===== config.mk =====
export PLATFORM = sky130hd
export DESIGN_NAME = mem_access_stage
export DESIGN_NICKNAME = d
export VERILOG_FILES = /design/src/rtl/mips_mem_pkg.sv /design/src/rtl/mem_load_align.sv /design/src/rtl/mem_access_stage.sv
export SDC_FILE = /design/constraint.sdc
export NUM_CORES = 1
export LEC_CHECK = 0
export CORE_UTILIZATION = 64
export CTS_CLUSTER_DIAMETER = 100
export DETAILED_ROUTE_END_ITERATION = 16
export DONT_BUFFER_PORTS = 1
export PLACE_DENSITY = 0.86
export RECOVER_POWER = 25
export SLEW_MARGIN = 20
export SYNTH_ARGS = -nofsm -noshare
export SYNTH_HDL_FRONTEND = slang
export SYNTH_SLANG_ARGS = --single-unit

===== constraint.sdc =====
create_clock -name CLK -period 2.5 [get_ports CLK]
set_input_delay 0.5 -clock CLK [delete_from_list [all_inputs] [get_ports CLK]]
set_output_delay 0.5 -clock CLK [all_outputs]
set_load 0.01 [all_outputs]

===== src/rtl/mips_mem_pkg.sv =====
// mips_mem_pkg: MEM-stage opcodes, FSM state, access decode and byte-enable/alignment helpers shared with the hazard unit
package mips_mem_pkg;
  localparam logic [5:0] OP_LB = 6'h20, OP_LH = 6'h21, OP_LW = 6'h23, OP_LBU = 6'h24,
                         OP_LHU = 6'h25, OP_SB = 6'h28, OP_SH = 6'h29, OP_SW = 6'h2B;
  typedef enum logic [1:0] {ST_IDLE, ST_ACCESS, ST_DONE} mem_state_t;
  typedef enum logic [1:0] {SZ_NONE, SZ_BYTE, SZ_HALF, SZ_WORD} mem_size_t;
  typedef struct packed {
    logic      access;
    logic      load;
    logic      sext;
    mem_size_t size;
  } mem_op_t;
  function automatic mem_op_t op_decode(input logic [5:0] opc);
    mem_op_t d;
    d = '{access: 1'b0, load: 1'b0, sext: 1'b0, size: SZ_NONE};
    case (opc)
      OP_LB:   d = '{access: 1'b1, load: 1'b1, sext: 1'b1, size: SZ_BYTE};
      OP_LH:   d = '{access: 1'b1, load: 1'b1, sext: 1'b1, size: SZ_HALF};
      OP_LW:   d = '{access: 1'b1, load: 1'b1, sext: 1'b0, size: SZ_WORD};
      OP_LBU:  d = '{access: 1'b1, load: 1'b1, sext: 1'b0, size: SZ_BYTE};
      OP_LHU:  d = '{access: 1'b1, load: 1'b1, sext: 1'b0, size: SZ_HALF};
      OP_SB:   d = '{access: 1'b1, load: 1'b0, sext: 1'b0, size: SZ_BYTE};
      OP_SH:   d = '{access: 1'b1, load: 1'b0, sext: 1'b0, size: SZ_HALF};
      OP_SW:   d = '{access: 1'b1, load: 1'b0, sext: 1'b0, size: SZ_WORD};
      default: d = '{access: 1'b0, load: 1'b0, sext: 1'b0, size: SZ_NONE};
    endcase
    return d;
  endfunction
  function automatic logic [3:0] be_gen(input mem_size_t sz, input logic [1:0] a);
    return sz == SZ_BYTE ? 4'b0001 << a :
           sz == SZ_HALF ? (a[1] ? 4'b1100 : 4'b0011) :
           sz == SZ_WORD ? 4'b1111 : 4'b0000;
  endfunction
  function automatic logic misaligned(input mem_size_t sz, input logic [1:0] a);
    return (sz == SZ_HALF && a[0]) || (sz == SZ_WORD && a != 2'b00);
  endfunction
  function automatic logic [31:0] wdata_gen(input mem_size_t sz, input logic [31:0] rt);
    return sz == SZ_BYTE ? {4{rt[7:0]}} : sz == SZ_HALF ? {2{rt[15:0]}} : rt;
  endfunction
endpackage


===== src/rtl/mem_load_align.sv =====
// mem_load_align: selects the addressed byte/half lane of a read word and sign- or zero-extends it
//   word  in  32  raw bus read word
//   lane  in  2   byte address bits [1:0] of the load
//   size  in      access size (byte/half/word)
//   sext  in  1   1 = sign-extend, 0 = zero-extend
//   data  out 32  extended load result
module mem_load_align import mips_mem_pkg::*; (
  input  logic [31:0] word,
  input  logic [1:0]  lane,
  input  mem_size_t   size,
  input  logic        sext,
  output logic [31:0] data
);
  logic [7:0]  b;
  logic [15:0] h;
  always_comb begin
    b = lane == 2'd0 ? word[7:0] : lane == 2'd1 ? word[15:8] : lane == 2'd2 ? word[23:16] : word[31:24];
    h = lane[1] ? word[31:16] : word[15:0];
    data = size == SZ_BYTE ? {{24{sext & b[7]}}, b} :
           size == SZ_HALF ? {{16{sext & h[15]}}, h} :
           size == SZ_WORD ? word : 32'h0;
  end
endmodule


===== src/rtl/mem_access_stage.sv =====
// mem_access_stage: MIPS MEM stage driving the data-memory REQ/ACK bus, stalling the pipeline while an access is outstanding
module mem_access_stage import mips_mem_pkg::*; #(parameter int TIMEOUT_CYCLES = 64) (
  input  logic        CLK,
  input  logic        RESET_N,
  input  logic [5:0]  MEM_Opcode,
  input  logic [31:0] MEM_ALU_RESULT,
  input  logic [31:0] MEM_RT_DATA,
  output logic        DMEM_REQ,
  output logic        DMEM_WE,
  output logic [31:0] DMEM_ADDR,
  output logic [3:0]  DMEM_BE,
  output logic [31:0] DMEM_WDATA,
  input  logic [31:0] DMEM_RDATA,
  input  logic        DMEM_ACK,
  output logic [31:0] MEM_LOAD_DATA,
  output logic        MEM_STALL,
  output logic        MEM_ADDR_ERR,
  output logic        MEM_BUS_ERR
);
  mem_state_t  state;
  mem_op_t     op;
  mem_size_t   size_q;
  logic        ld_q, sext_q, misal, go, tmo;
  logic [1:0]  lane_q;
  logic [31:0] load_q, align_data;
  assign op = op_decode(MEM_Opcode);
  assign misal = misaligned(op.size, MEM_ALU_RESULT[1:0]);
  assign go = state == ST_IDLE && op.access && !misal;
  assign MEM_STALL = RESET_N && (go || state == ST_ACCESS);
  assign MEM_ADDR_ERR = RESET_N && state == ST_IDLE && op.access && misal;
  assign MEM_LOAD_DATA = MEM_ADDR_ERR ? 32'h0 : load_q;
  mem_load_align u_align (
    .word (DMEM_RDATA),
    .lane (lane_q),
    .size (size_q),
    .sext (sext_q),
    .data (align_data)
  );
`ifdef MEM_TIMEOUT_EN
  localparam int CW = $clog2(TIMEOUT_CYCLES + 1);
  logic [CW-1:0] cnt;
  logic          bus_err;
  assign tmo = state == ST_ACCESS && !DMEM_ACK && cnt == CW'(TIMEOUT_CYCLES - 1);
  assign MEM_BUS_ERR = bus_err;
  always_ff @(posedge CLK or negedge RESET_N)
    if (!RESET_N) begin
      cnt <= '0;
      bus_err <= 1'b0;
    end else begin
      cnt <= state == ST_ACCESS ? cnt + 1'b1 : '0;
      bus_err <= tmo;
    end
`else
  assign tmo = 1'b0;
  assign MEM_BUS_ERR = 1'b0;
`endif
  always_ff @(posedge CLK or negedge RESET_N)
    if (!RESET_N) begin
      state <= ST_IDLE;
      DMEM_REQ <= 1'b0;
      DMEM_WE <= 1'b0;
      DMEM_BE <= 4'h0;
      DMEM_ADDR <= 32'h0;
      DMEM_WDATA <= 32'h0;
      load_q <= 32'h0;
      lane_q <= 2'b00;
      ld_q <= 1'b0;
      sext_q <= 1'b0;
      size_q <= SZ_NONE;
    end else
      case (state)
        ST_IDLE:
          if (go) begin
            state <= ST_ACCESS;
            DMEM_REQ <= 1'b1;
            DMEM_WE <= !op.load;
            DMEM_BE <= be_gen(op.size, MEM_ALU_RESULT[1:0]);
            DMEM_ADDR <= {MEM_ALU_RESULT[31:2], 2'b00};
            DMEM_WDATA <= wdata_gen(op.size, MEM_RT_DATA);
            lane_q <= MEM_ALU_RESULT[1:0];
            ld_q <= op.load;
            sext_q <= op.sext;
            size_q <= op.size;
          end else if (MEM_ADDR_ERR)
            load_q <= 32'h0;
        ST_ACCESS:
          if (DMEM_ACK || tmo) begin
            state <= ST_DONE;
            DMEM_REQ <= 1'b0;
            DMEM_WE <= 1'b0;
            DMEM_BE <= 4'h0;
            load_q <= ld_q && !tmo ? align_data : 32'h0;
          end
        default: state <= ST_IDLE;
      endcase
endmodule


==> results_dict.tcl <==
set metrics [dict create \
    cts_tree "yes" \
    core-area_sq_um 8680 \
    place_ws_ns 0.263 \
    grt_setup_unrepaired "true" \
    antennaDiodeCount 0 \
    violations "negative hold slack" \
    cpPeakStageDelay_ns 0.42 \
    routabilityCongestion 0.905 \
    ys_seq_elements 108 \
    synth-edff-count 0 \
    start_kind "flip-flop" \
    die-area_sq_um 9340 \
    finalCriticalPeriod_ns 2.48 \
    slew_headroom_pct 58.6 \
    outcome "complete, but fails checks" \
    holdWs_ns -0.198 \
    p_leak_uw 0.00270 \
    synthMuxAreaShare_pct 25.8 \
    crit_fanout 9 \
    dpl_cell_area_sq_um 5800 \
    htreeDepth 3 \
    finalCritPeriodShare_pct 99.3 \
    synth-simple-area-share_pct 8.38 \
    fmax_mhz 403 \
    final_nets 551 \
    ys.flop_type "dfrtp_1" \
    antenna_left 0 \
    post-synth-top-area-cell "dfrtp_1" \
    cts_root_buf "clkbuf_8" \
    ys_types 40 \
    ys_top_cells_by_count "dfrtp_1, mux2_2, nor2b_1" \
    drv_slew 0 \
    synthTopCellsByArea "dfrtp_1, mux2_2, mux2_4, o2bb2ai_1, nor2b_1" \
    synth_top_family_by_area "multiplexers" \
    finalHoldViolations 108 \
    clk_latency_ns 0.38 \
    grt_pass1_vias 3799 \
    cp.required_ns 2.00 \
    tightest_slew_ns 0.620 \
    p_per_area_nw_per_um2 767 \
    wl_per_cell_um 23.3 \
    ir_worst_vdd_v 0.000480 \
    synth_compound_area_share_pct 13.8 \
    grt_first_pass_wirelength_um 20600 \
    endpoint_kind "output pin" \
    cts_setup_buffers 0 \
    cts_sinks 108 \
    drc 0 \
    pin_count 210 \
    yosysTopAreaCellShare_pct 47.2 \
    gr-total-overflow 0 \
    ys_async_sr_fraction_pct 100 \
    final_util_pct 69.6 \
    syn_area_sq_um 5730 \
    die_h_um 96.6 \
    drive_gt1_share_pct 31.3 \
    seq_area_sq_um 2700 \
    dp_hpwl_um 8950 \
    drtIter0Drc 166 \
    final_cell_area_sq_um 6040 \
    grt_max_degree 112 \
    routed_wl_um 13000 \
    grt_util_all_layers_pct 27.9 \
    postSynthCellCount 457 \
    drt-pass1-iter-count 4 \
    synth_warnings 0 \
    final_cells 558 \
    antenna_found_initial 0 \
    nFillCells 586 \
    skew_ns 0.00946 \
    setup_slack_ns 0.0178 \
    cp_cell_sequence "a211o_1, a211oi_2, and4_4, buf_12, nor2b_1, buf_4" \
    area_growth_pct 5.39 \
    synth.most_common_cell "dfrtp_1" \
    worstHoldPathType "in2async" \
    avgSynthCellArea_sq_um 12.5 \
    synth_fa_ha_area_share_pct 0 \
    start_util_pct 66.0 \
    ys_seq_area_share_pct 47.2 \
    crit_arrival_ns 1.98 \
    fp.dieW_um 96.6 \
    synth-xor-area-share_pct 0 \
    crit_type "reg2out" \
    finalSetupViolCount 0 \
    cts.path.max_buffers 2 \
    cts_inserted_buffers 9 \
    row_count 34 \
    r2r_cells 6 \
    port_buffers 0 \
    clkTransAtPathRegs_ns 0.11 \
    maxCapViolCount 0 \
    dp_cells 541 \
    vias_per_cell 6.60 \
    cp_slowest_cell "dfrtp_1" \
    dr_total_vias 3685 \
    multi_input_area_sq_um 2780 \
]
-- final cells by class --
type	count	share of cell area, %
well taps	108	2.24
repair buffers	18	3.23
flip-flops and latches	108	44.7
inverters	12	0.746
multi-input cells	297	46.0
clock inverters	6	0.953
clock buffers	9	2.05
-- final timing paths --
| kind | startpoint | end | slack (ns) |
|---|---|---|---|
| max | state[1]$_DFFE_PN0P_ | MEM_LOAD_DATA[17] | 0.02 |
| min | RESET_N | DMEM_REQ$_DFFE_PN0P_ | -0.20 |
| max reg2reg | state[1]$_DFFE_PN0P_ | DMEM_WDATA[30]$_DFFE_PN0P_ | 0.51 |
| min reg2reg | load_q[2]$_DFFE_PN0P_ | load_q[2]$_DFFE_PN0P_ | 0.49 |
| max in group asynchronous | RESET_N | DMEM_WDATA[5]$_DFFE_PN0P_ | 2.51 |
| min in group CLK | DMEM_ACK | state[0]$_DFFE_PN0P_ | 0.22 |
-- where the power goes --
part	switching, uW	internal, uW	total [uW]	leakage (uW)
clock	635	380	1020	0.0000937
combinational	398	626	1020	0.00124
sequential	481	2110	2600	0.00137
total	1510	3120	4630	0.00270
-- placed cells by master, fill, tap and decap left out, types with 3 or more instances in the layout --
master     count
a31o_2         3
mux2i_1        7
nand3b_1       9
mux2_1        11
nand2b_1      11
o2bb2ai_1     32
nand2_1        9
mux2_4        30
conb_1         3
mux2_2        60
buf_4         14
a221oi_1      11
clkinv_4       3
dfrtp_1      108
a21boi_0      15
clkbuf_8       9
and3_1         3
o22ai_1        8
mux4_2         7
a21oi_1       18
inv_1         12
a211oi_1       3
nor2b_1       35
-- registers in the layout, summed over array words and instances (netlist names) --
signal,cells
load_q,32
DMEM_WE,1
DMEM_REQ,1
size_q,2
ld_q,1
state,2
lane_q,2
sext_q,1
DMEM_ADDR,30
DMEM_WDATA,32
DMEM_BE,4
-- per-layer routing --
layer  track usage (%)  part of all wire (%)  wire length (um)  vias to the layer above
met3              10.1                   9.4              1220                       41
met4              11.1                   3.8               490                        0
met2              44.2                    48              6200                      210
li1                  -                     -                 -                     1641
met1              35.0                    39              5080                     1793
met5                 0                     0                 0                        -
-- per-stage QoR --
step / TNS, ns / hold WS, ns / total power, uW
final: 0 / -0.198 / 4630
after global routing: -0.0816 / -0.221 / 4860
after CTS: 0 / -0.201 / 4650
after detailed placement: 0 / 0.208 / 3640
after global placement: 0 / 0.208 / 3580
after floorplan: 0 / 0.204 / 3420
-- worst max-delay path: cells and delay by family (launching register included) --
kind	cells	cell delay [ns]
AOI/OAI and AO/OA	2	0.51
and+or+nand+nor	2	0.39
DFF	1	0.42
buffers and inverters	2	0.29
-- cell families after synthesis --
kind of cell    count (synthesis)
simple gates                   78
flops                         108
buf+inv                        54
compound gates                101
mux                           115
other cells                     1
-- what timing repair did --
action / 4_1_cts / 5_1_grt
endpoints found under the setup margin: 0 / 3
hold endpoints to repair: 108 / 108
resized for setup: 0 / 4
Note: power is estimated with default switching activity, not from simulation.
==> patch 1 (same flow settings) <==
Re-encode `mem_state_t` (3 states) as one-hot, 3 bits wide.
--- a/src/rtl/mips_mem_pkg.sv
+++ b/src/rtl/mips_mem_pkg.sv
@@ -2,7 +2,7 @@
 package mips_mem_pkg;
   localparam logic [5:0] OP_LB = 6'h20, OP_LH = 6'h21, OP_LW = 6'h23, OP_LBU = 6'h24,
                          OP_LHU = 6'h25, OP_SB = 6'h28, OP_SH = 6'h29, OP_SW = 6'h2B;
-  typedef enum logic [1:0] {ST_IDLE, ST_ACCESS, ST_DONE} mem_state_t;
+  typedef enum logic [2:0] {ST_IDLE = 3'b001, ST_ACCESS = 3'b010, ST_DONE = 3'b100} mem_state_t;
   typedef enum logic [1:0] {SZ_NONE, SZ_BYTE, SZ_HALF, SZ_WORD} mem_size_t;
   typedef struct packed {
     logic      access;
Behaviour: no difference found for any inputs over 4 cycles, from zero or initial values and one cycle with RESET_N low; so few cycles prove little.
==> patch 1 against the original RTL <==
- the flow still finishes with violations (hold timing)
- clock skew rose by 0.0062 ns
- routed wire length fell by 7.0%
- utilization down 0.23 points
- global-route usage decreased by 0.30 points
- synthesized area decreased by 6.0%
- first-iteration DRC count rose by 60%
- cell area shrank 6.1%
- via count rose by 0.52%
- worst setup slack improved by 0.16 ns
- total power shrank 5.2%
- sequential cell count is 1 higher
- count of clock-buffer cells in the layout unchanged
- sequential share of layout area increased by 3.4 points
==> patch 1: results (changes against the original RTL) <==
[detailed_routing]
dr.first_iter.drc_count=266  ; was 166
routed_wl_um=12100  ; was 13000 um
wl_per_cell_um=21.0  ; was 23.3 um
vias=3704  ; was 3685
firstDrtPassIters=7  ; was 4

[placed_design]
dp_slack_ns=0.244  ; was 0.263 ns
dpl.hpwl_um=8540  ; was 8950 um
gp_routability_congestion=0.941  ; was 0.905
place_inst=558  ; was 541
io_buffer_count=0  ; unchanged

[yosys]
yosysSeqAreaShare=0.507  ; was 0.472
synth.distinct_cells=40  ; unchanged
ys_top_cells_by_area=dfrtp_1 (50%), mux2_2 (9.8%), o2bb2ai_1 (6.5%), mux2i_1 (4.6%), nor2b_1 (4.3%)  ; was dfrtp_1 (47%), mux2_2 (12%), mux2_4 (7.9%), o2bb2ai_1 (4.9%), nor2b_1 (3.9%)
netlist_top_cells_count=dfrtp_1 (108), mux2_2 (47), o2bb2ai_1 (40), o21ai_0 (38), nor2b_1 (37)  ; was dfrtp_1 (108), mux2_2 (60), nor2b_1 (36), o2bb2ai_1 (32), mux2_4 (30)
syn_avg_cell_area_um2=11.2  ; was 12.5 um^2
async_reset_ff_frac=1.00  ; unchanged
yosysWarnings=0  ; unchanged

[layout]
nFillCells=582  ; was 586
layout-drive-gt1-share=0.198  ; was 0.313
top_regs=DMEM_WDATA (32), load_q (32), DMEM_ADDR (30)  ; unchanged
antenna_cells=0  ; unchanged
nets=569  ; was 551

[sta]
tightest_slew_ns=0.598  ; was 0.620 ns
finClkSkew_ns=0.0157  ; was 0.00946 ns
whs_ns=-0.191  ; was -0.198 ns
hold_viol=108  ; unchanged

[run_status]
status=finished with violations  ; unchanged
violations=hold timing  ; unchanged

[critical_path]
cpPeakStageDelay_ns=0.54  ; was 0.42 ns
crit_fanout=33  ; was 9
cp-startpoint=state[0]  ; was state[1]
cpMaxStageDelayCell=dfstp_2  ; was dfrtp_1
r2r_start=state[2]  ; was state[1]
worstRegToRegCells=6  ; unchanged
arrival_ns=1.82  ; was 1.98 ns

[grt]
antenna_found_initial=0  ; unchanged
grt_start_max_net_pins=112  ; unchanged
grt_pass1_wl_um=18500  ; was 20600 um
track_usage=0.276  ; was 0.279

[clock_tree]
h-tree-depth=3  ; unchanged
numCtsBuffers=9  ; unchanged
cts_root_buf=clkbuf_8  ; unchanged
cts_buffer_depth=2  ; unchanged
clk_pin_slew_ns=0.12
clk_latency_ns=0.36  ; was 0.38 ns

[pwr]
p_leak_nw=2.47  ; was 2.70 nW
ir_drop_mv=0.496  ; was 0.480 mV

[worst_hold_path]
holdCritPathClass=primary input to asynchronous set/reset pin  ; unchanged

==> patch 1: per-stage QoR <==
stage | utilization | hold WS, ns | cell area (um^2)
3_3_place_gp | 0.668 | 0.206 | 5460
2_1_floorplan | - | 0.204 | 5390
4_1_cts | 0.694 | -0.203 | 5670
5_1_grt | 0.694 | -0.219 | 5670
3_5_place_dp | 0.668 | 0.206 | 5460
6_report | 0.694 | -0.191 | 5670
==> patch 1: what timing repair did <==
| action | 4_1_cts | 5_1_grt |
|---|---|---|
| setup buffers | 0 | 0 |
| hold endpoints to repair | 109 | 109 |
| setup endpoints to repair | 0 | 0 |
| gates resized for setup | 0 | 0 |
==> patch 1: worst max-delay path, delay by kind of cell, from the launching register on <==
| family | cells | cell delay [ns] |
|---|---|---|
| buf+inv | 1 | 0.22 |
| flops | 1 | 0.54 |
| compound gates | 1 | 0.18 |
| simple gates | 3 | 0.52 |
==> patch 1: cells by family (layout without fill, tap and decap cells) <==
| family | after synthesis | after routing | synth area share |
|---|---|---|---|
| muxes | 82 | 82 | 0.182 |
| buffers and inverters | 44 | 32 | 0.0386 |
| other | 1 | 3 | 0.000696 |
| and+or+nand+nor | 107 | 107 | 0.103 |
| xor gates and xnor gates | 1 | 1 | 0.00163 |
| AOI/OAI and AO/OA | 135 | 135 | 0.167 |
| DFF | 109 | 109 | 0.507 |
==> patch 1: path summary, 6_finish.rpt <==
check / slack, ns / to
setup / recovery: 0.18 / MEM_LOAD_DATA[21]
hold / removal: -0.19 / DMEM_WDATA[2]
setup reg to reg: 0.47 / load_q[29]
hold reg to reg: 0.49 / load_q[26]
max in group asynchronous: 2.43 / state[0]
min in group CLK: 0.24 / state[1]
==> patch 1: final cells by class <==
class,count,area (um^2),area share
flip-flops and latches,109,2730,0.481
well taps,105,131,0.0232
clock inverters,7,87.6,0.0154
repair buffers,11,108,0.0190
clock buffers,9,124,0.0218
inverters,5,18.8,0.00331
multi-input cells,328,2470,0.436
==> patch 1: metal layers <==
metal	GRT usage	vias to the layer above	wire length, um
li1	-	1697	-
met1	0.348	1784	4720
met2	0.442	196	5980
met3	0.0890	27	1120
met4	0.112	0	255
met5	0	-	0
==> patch 1: report_power, final <==
part | internal, W | switching [W] | leakage (nW)
Combinational | 0.000436 | 0.000366 | 0.977
Clock | 0.000491 | 0.000650 | 0.109
Sequential | 0.00207 | 0.000385 | 1.39
Total | 0.00300 | 0.00140 | 2.47
==> patch 2 (same flow settings) <==
Without the edit above. The option `MEM_TIMEOUT_EN` is turned on by a define.
--- a/src/rtl/mem_access_stage.sv
+++ b/src/rtl/mem_access_stage.sv
@@ -1,4 +1,6 @@
 // mem_access_stage: MIPS MEM stage driving the data-memory REQ/ACK bus, stalling the pipeline while an access is outstanding
+`define MEM_TIMEOUT_EN
+
 module mem_access_stage import mips_mem_pkg::*; #(parameter int TIMEOUT_CYCLES = 64) (
   input  logic        CLK,
   input  logic        RESET_N,
Function: no difference found for any inputs over 4 cycles, from zero or initial values and one cycle with RESET_N low; that may be too few to reach the edited logic, so the function may still have changed.
==> patch 2 against the original RTL <==
- the flow still finishes with violations (hold timing)
- sequential power increased by 10%
- largest power group unchanged
- first-iteration DRC count rose to 2.7 times the old value
- routed wire length is 23% higher
- cell area grew 14%
- highest routed layer unchanged
- critical path depth decreased by 2
- total power up 41%
- synthesized area increased by 6.7%
- sequential cell count grew 8
- final cell count up 31%
- worst setup slack better by 0.047 ns
- non-clock buffer count grew 5
- register-to-register slack worse by 0.23 ns
==> patch 2: results (changes against the original RTL) <==
[run_status]
status=finished with violations  ; unchanged
violations=hold timing  ; unchanged

[yosys]
yosys-mux-area-fraction=0.186  ; was 0.258
ys_top_cells_by_area=dfrtp_1 (47%), mux2_1 (8.7%), mux2_2 (5.3%), o221ai_1 (4.6%), mux2i_1 (4.3%)  ; was dfrtp_1 (47%), mux2_2 (12%), mux2_4 (7.9%), o2bb2ai_1 (4.9%), nor2b_1 (3.9%)
synth.distinct_cells=46  ; was 40
synth-adder-area-share=0.00205  ; was 0
yosysSeqAreaShare=0.475  ; was 0.472

[clock_tree]
numCtsBuffers=17  ; was 9
clk_latency_ns=0.52  ; was 0.38 ns
clk_pin_slew_ns=0.06  ; was 0.11 ns
h-tree-depth=4  ; was 3

[pwr]
pwr-share-seq=0.437  ; was 0.560
p_total_w=0.00656  ; was 0.00463 W
p_comb_w=0.00124  ; was 0.00102 W
ir_drop_mv=0.555  ; was 0.480 mV

[placed_design]
place_inst=695  ; was 541
placed_area_mm2=0.00626  ; was 0.00580 mm^2
dp_slack_ns=0.270  ; was 0.263 ns
dpl.hpwl_um=10800  ; was 8950 um
gp_routability_congestion=0.853  ; was 0.905

[detailed_routing]
dr.first_iter.drc_count=441  ; was 166
routed_wl_um=16000  ; was 13000 um

[sta]
hold_viol=116  ; was 108
whs_ns=-0.326  ; was -0.198 ns
tightest_slew_ns=0.625  ; was 0.620 ns

[grt]
grt_pass1_vias=4841  ; was 3799
grt_pass1_wl_um=24800  ; was 20600 um

[critical_path]
crit_fanout=33  ; was 9
arrival_ns=1.94  ; was 1.98 ns

[layout]
layout-drive-gt1-share=0.160  ; was 0.313

## patch 2: cell types whose count changed after synthesis, sizes merged, moves of 24 or more
cell	unedited run	this run
nor2b	36	12
nor2	0	50
o2bb2ai	32	0
inv	12	47
mux2	101	76
o221ai	0	32
nand3	2	35
## patch 2: cell families (layout without fill, tap and decap cells)
| kind of cell | Yosys count | count (layout) |
|---|---|---|
| flip-flops | 116 | 116 |
| multiplexers | 103 | 103 |
| AO/OA/AOI/OAI | 144 | 144 |
| buffers and inverters | 99 | 103 |
| other | 1 | 2 |
| XOR/XNOR | 4 | 4 |
| adder cells (fa/ha/maj) | 1 | 1 |
| AND/OR/NAND/NOR | 128 | 128 |
## patch 2: per-layer routing
metal	track usage	share of wire	routed length [um]	vias to the layer above
met1	0.398	0.37	5900	2339
met3	0.0956	0.098	1560	62
met4	0.162	0.033	526	0
li1	-	-	-	2142
met5	0	0	0	-
met2	0.532	0.50	7970	291
## patch 2: timing repair
item	4_1_cts	5_1_grt
endpoints found under the setup margin	1	3
hold endpoints to repair	116	116
resized for setup	1	2
gates cloned	0	0
buffers inserted	0	3
pin swaps	1	2
## patch 2: final timing paths
check	start	end	slack (ns)	cells past startpoint
max in group asynchronous	RESET_N	DMEM_ADDR[12]	2.70	0
max	state[1]	MEM_ADDR_ERR	0.06	4
min reg2reg	cnt[0]	cnt[0]	0.45	1
max reg2reg	state[1]	load_q[15]	0.28	7
min	RESET_N	DMEM_ADDR[26]	-0.33	0
min in group CLK	MEM_ALU_RESULT[14]	DMEM_ADDR[14]	0.11	1
## patch 2: final cells by class
class                           count  share of cell area
Clock buffer                       20              0.0646
Multi-Input combinational cell    382               0.415
Tap cell                          129              0.0234
Inverter                           48              0.0261
Sequential cell                   116               0.421
Timing Repair Buffer               23              0.0274
Clock inverter                     12              0.0223
